<file path="src/rtl/mem_arbiter.sv">
// Two-port round-robin arbiter and sequencer for a shared single-port memory.
// Every output, including the memory strobes, comes straight from a register.
module mem_arbiter #(
    parameter int DATA_W     = 8,
    parameter int ADDR_W     = 8,
    parameter int MEM_RD_LAT = 1
) (
    input  logic              clk,
    input  logic              reset,
    input  logic              p0_req,
    input  logic [ADDR_W-1:0] p0_addr,
    input  logic [DATA_W-1:0] p0_wdata,
    input  logic              p0_write,
    output logic              p0_ack,
    output logic [DATA_W-1:0] p0_rdata,
    input  logic              p1_req,
    input  logic [ADDR_W-1:0] p1_addr,
    input  logic [DATA_W-1:0] p1_wdata,
    input  logic              p1_write,
    output logic              p1_ack,
    output logic [DATA_W-1:0] p1_rdata,
    output logic [ADDR_W-1:0] mem_addr,
    output logic [DATA_W-1:0] mem_wdata,
    output logic              mem_write,
    input  logic [DATA_W-1:0] mem_rdata,
    output logic              busy,
    output logic              grant
);

    localparam int CNT_W = (MEM_RD_LAT > 0) ? $clog2(MEM_RD_LAT + 1) : 1;
    localparam logic [CNT_W-1:0] LAST_CNT = CNT_W'(MEM_RD_LAT);

    typedef enum logic [1:0] {
        IDLE   = 2'd0,
        ACCESS = 2'd1,
        DONE   = 2'd2
    } state_t;

    state_t            r_state, w_state_nxt;
    logic              r_last_grant, w_last_grant_nxt;
    logic [CNT_W-1:0]  r_cnt, w_cnt_nxt;
    logic              r_op_write, w_op_write_nxt;
    logic [ADDR_W-1:0] r_mem_addr, w_mem_addr_nxt;
    logic [DATA_W-1:0] r_mem_wdata, w_mem_wdata_nxt;
    logic              r_mem_write, w_mem_write_nxt;
    logic              r_grant, w_grant_nxt;
    logic              r_busy, w_busy_nxt;
    logic              r_ack0, w_ack0_nxt;
    logic              r_ack1, w_ack1_nxt;
    logic [DATA_W-1:0] r_rdata0, w_rdata0_nxt;
    logic [DATA_W-1:0] r_rdata1, w_rdata1_nxt;
    logic              w_winner;
    logic              w_any_req;

    // A tie goes to the port that did not own the previous transaction.
    assign w_any_req = p0_req | p1_req;
    assign w_winner  = (p0_req && p1_req) ? ~r_last_grant : p1_req;

    always_ff @(posedge clk or posedge reset) begin
        if (reset) begin
            r_state <= IDLE;
        end else begin
            r_state <= w_state_nxt;
        end
    end

    always_comb begin
        // NOTE: every next-value gets a default first, so no path through the case infers a latch;
        // mem_write and the acks default low so they can only ever be single-cycle pulses.
        w_state_nxt      = r_state;
        w_last_grant_nxt = r_last_grant;
        w_cnt_nxt        = r_cnt;
        w_op_write_nxt   = r_op_write;
        w_mem_addr_nxt   = r_mem_addr;
        w_mem_wdata_nxt  = r_mem_wdata;
        w_mem_write_nxt  = 1'b0;
        w_grant_nxt      = r_grant;
        w_busy_nxt       = r_busy;
        w_ack0_nxt       = 1'b0;
        w_ack1_nxt       = 1'b0;
        w_rdata0_nxt     = r_rdata0;
        w_rdata1_nxt     = r_rdata1;

        case (r_state)
            IDLE: begin
                if (w_any_req) begin
                    w_state_nxt      = ACCESS;
                    w_busy_nxt       = 1'b1;
                    w_cnt_nxt        = '0;
                    w_grant_nxt      = w_winner;
                    w_last_grant_nxt = w_winner;
                    w_mem_addr_nxt   = w_winner ? p1_addr  : p0_addr;
                    w_mem_wdata_nxt  = w_winner ? p1_wdata : p0_wdata;
                    w_op_write_nxt   = w_winner ? p1_write : p0_write;
                    w_mem_write_nxt  = w_winner ? p1_write : p0_write;
                end
            end

            ACCESS: begin
                if (r_op_write) begin
                    w_state_nxt = DONE;
                    w_ack0_nxt  = ~r_grant;
                    w_ack1_nxt  = r_grant;
                end else if (r_cnt == LAST_CNT) begin
                    w_state_nxt = DONE;
                    w_ack0_nxt  = ~r_grant;
                    w_ack1_nxt  = r_grant;
                    if (r_grant) begin
                        w_rdata1_nxt = mem_rdata;
                    end else begin
                        w_rdata0_nxt = mem_rdata;
                    end
                end else begin
                    w_cnt_nxt = r_cnt + 1'b1;
                end
            end

            DONE: begin
                w_state_nxt = IDLE;
                w_busy_nxt  = 1'b0;
            end

            default: begin
                w_state_nxt = IDLE;
                w_busy_nxt  = 1'b0;
            end
        endcase
    end

    // Reset abandons any transaction in flight: strobes and acks clear at once, no ack follows.
    always_ff @(posedge clk or posedge reset) begin
        if (reset) begin
            r_last_grant <= 1'b1;
            r_cnt        <= '0;
            r_op_write   <= 1'b0;
            r_mem_addr   <= '0;
            r_mem_wdata  <= '0;
            r_mem_write  <= 1'b0;
            r_grant      <= 1'b0;
            r_busy       <= 1'b0;
            r_ack0       <= 1'b0;
            r_ack1       <= 1'b0;
            r_rdata0     <= '0;
            r_rdata1     <= '0;
        end else begin
            r_last_grant <= w_last_grant_nxt;
            r_cnt        <= w_cnt_nxt;
            r_op_write   <= w_op_write_nxt;
            r_mem_addr   <= w_mem_addr_nxt;
            r_mem_wdata  <= w_mem_wdata_nxt;
            r_mem_write  <= w_mem_write_nxt;
            r_grant      <= w_grant_nxt;
            r_busy       <= w_busy_nxt;
            r_ack0       <= w_ack0_nxt;
            r_ack1       <= w_ack1_nxt;
            r_rdata0     <= w_rdata0_nxt;
            r_rdata1     <= w_rdata1_nxt;
        end
    end

    assign mem_addr  = r_mem_addr;
    assign mem_wdata = r_mem_wdata;
    assign mem_write = r_mem_write;
    assign busy      = r_busy;
    assign grant     = r_grant;
    assign p0_ack    = r_ack0;
    assign p1_ack    = r_ack1;
    assign p0_rdata  = r_rdata0;
    assign p1_rdata  = r_rdata1;

endmodule

</file>
<file path="config.mk">
export PLATFORM = sky130hd
export DESIGN_NAME = mem_arbiter
export DESIGN_NICKNAME = d
export VERILOG_FILES = /design/src/rtl/mem_arbiter.sv
export SDC_FILE = /design/constraint.sdc
export NUM_CORES = 1
export LEC_CHECK = 0
export CORE_MARGIN = 1.5
export CORE_UTILIZATION = 40
export CTS_CLUSTER_SIZE = 24
export DETAILED_ROUTE_END_ITERATION = 6
export PLACE_DENSITY = 0.76
export SLEW_MARGIN = 10
export SYNTH_ARGS = -nofsm -noshare
export SYNTH_HDL_FRONTEND = slang
export SYNTH_SLANG_ARGS = --single-unit
export TNS_END_PERCENT = 30
</file>
<file path="constraint.sdc">
create_clock -name clk -period 4.9 [get_ports clk]
set_input_delay 1.225 -clock clk [delete_from_list [all_inputs] [get_ports clk]]
set_output_delay 1.225 -clock clk [all_outputs]
set_load 0.02 [all_outputs]
</file>
==> impl_metrics.yaml <==
placed_design:
  place_area_um2: 2690
  gp_congestion: 0.797
  port_buffers: 82
  hpwlAfterDp_um: 2950
logic_synthesis:
  yosys-top-cells-area: "dfrtp_1 (56%), mux2_2 (25%), mux2_4 (6.5%)"
  synthFlopType: "dfrtp_1"
  synth.largest_area_cell: "dfrtp_1"
  synth_fp_nets: 164
  synth_async_sr_flop_share_pct: 100
  yosysTopAreaCellShare_pct: 55.9
  syn_avg_cell_area_um2: 15.6
  syn-cell-area_um2: 1840
  syn_inst: 118
  synth_common_cells: "dfrtp_1 (41), mux2_2 (40), mux2_4 (8)"
  yosys_register_bits: 42
  synth_most_common_cell: "dfrtp_1"
  yosysUniqueCellTypes: 22
  yosys_warnings: 0
  synth_edf_count: 0
  yosysSeqAreaShare_pct: 57.3
setup_path:
  cp_top_family: "compound AO/OA/AOI/OAI gates"
  r2r_cells: 3
  cp_common_cell: "mux2_2"
  slowest_stage: "a21bo_1"
  arrival_ps: 3140
  crit_fanout: 18
  r2r-end: "mem_addr[3]"
  cp_data_required_time_ps: 5070
  reg2reg_slack_ps: 2880
  crit_chain: "clkdlybuf4s50_1 > a21bo_1 > mux2_2 > mux2_2"
  cp-start-kind: "input port"
  critical_path.endpoint: "mem_addr[3]"
  r2r_start: "r_last_grant"
  worst_setup_path_end_kind: "flip-flop"
  max_stage_delay_ps: 780
  cp-startpoint: "p1_req"
  worstSetupPathType: "in -> reg"
  cp.depth: 4
  path_buf_inv: 1
drt:
  via_count: 1247
  drtAntennaViolNets: 0
  drtIter0Drc: 21
  post_drt_wl_per_cell_um: 15.5
  viasPerCell: 4.87
  drt-total-wl_um: 3980
  firstDrtPassIters: 2
  drc: 0
floorplan:
  dieArea_um2: 5000
  start_util_pct: 41.9
  fp.dieW_um: 70.7
  rows: 24
  core_um2: 4380
  die_y_um: 70.7
  io_pins: 83
global_routing:
  grt_overflow: 0
  grt_pass1_vias: 1362
  grt_usage_pct: 15.8
  antenna_found_initial: 0
  grt_pass1_wl_um: 6280
  grt_max_degree: 43
finish:
  area_growth_pct: 51.3
  final_net_count: 249
  stdcell_area_um2: 2780
  num_antenna_cells: 0
  drive_above_1_share_pct: 29.4
timing:
  hold_viol_final: 0
  finClkSkew_ps: 5.90
  fmax_mhz: 336
  rsz0062_at_grt: "no"
  setup_violations: 0
  final.setup.tns_ps: 0
  hold_ws_ps: 508
  slew_violations: 0
  fin_crit_sh_pct: 60.7
  fin_crit_ps: 2980
  maxSlewHeadroom_pct: 27.2
  tightest_slew_ps: 1090
worst_hold_path:
  hold_class: "reg -> reg"
  worstHoldStart: "mem_addr[2]"
clock_tree:
  cts_setup_buffers: 0
  cts_inserted_buffers: 5
  ctsHoldBuffers: 0
  tritoncts: "yes"
  cts.sinks: 42
  root_buffer: "clkbuf_8"
  htree_num_levels: 2
  path_clk_slew_ps: 70
  worstSkewPairLatency_ps: 280
  ctsResizeCount: 0
  cts_buffer_depth: 2
power_and_ir_drop:
  pwr_density_cell_nw_per_um2: 621
  worst_ir_drop_vdd_mv: 0.364
  leakage_uw: 0.00118
run_status:
  status: "complete, no violations"
flow_run:
  max_cap_viol_count: 0
-- area by class of cell --
type	instances	area, um^2
clock buffer	7	86.3
clock inverter	1	5.00
fill	336	1610
inverter	3	11.3
multi-input combinational	68	729
sequential	42	1050
tap	52	65.1
timing repair buffer	83	828
-- cell usage in the layout (no fill, tap or decap), drive strengths merged --
master	count
a21bo	1
a21o	1
a21oi	1
a31oi	1
and2	1
buf	1
clkbuf	7
clkdlybuf4s50	82
clkinv	2
dfrtp	41
dfstp	1
inv	2
mux2	48
mux2i	2
nand2b	1
nand4bb	1
nor2	4
nor3	2
nor4b	1
o21ai	2
o2bb2ai	1
o31ai	1
-- registers in the layout, summed over array words and instances, names as in the netlist --
name	flops
p0_ack	1
mem_addr	8
p1_rdata	8
r_op_write	1
mem_write	1
r_last_grant	1
p0_rdata	8
r_state	2
p1_ack	1
mem_wdata	8
r_cnt	1
grant	1
busy	1
-- how the worst min path moves through the flow --
stage                  endpoint  slack, ps  depth (start not counted)
floorplan                  busy        470                          1
global placement           busy        490                          1
detailed placement  p0_rdata[7]        500                          1
CTS                 mem_addr[2]        510                          1
global route        mem_addr[2]        530                          1
finish              mem_addr[2]        510                          1
-- layer usage --
metal	global-route usage, %	share of wire [%]	up-vias
met3	6.84	9.2	9
met1	18.1	40	595
met5	0	0	-
li1	-	-	586
met2	26.4	49	57
met4	5.66	1.7	0
-- power by group --
group          internal, uW  switching, uW  total, uW
Clock                   114            108        222
Sequential              521            106        628
Combinational           480            395        875
Total                  1110            609       1720
-- logic make-up after synthesis --
group	Yosys count	share of synthesized area, %
mux	50	32.2
flops	42	57.3
simple gates	10	4.36
compound gates	8	3.00
buf+inv	8	3.14
-- stage by stage --
stage	utilization, %	cells	setup WS (ps)	power, uW
after CTS	63.4	256	1930	1750
after global placement	61.3	248	1710	1480
after floorplan	-	118	2560	1110
after detailed placement	61.3	248	1620	1520
after global routing	63.4	256	1860	1820
final	63.4	256	1920	1720
(Power assumes the default switching activity.)
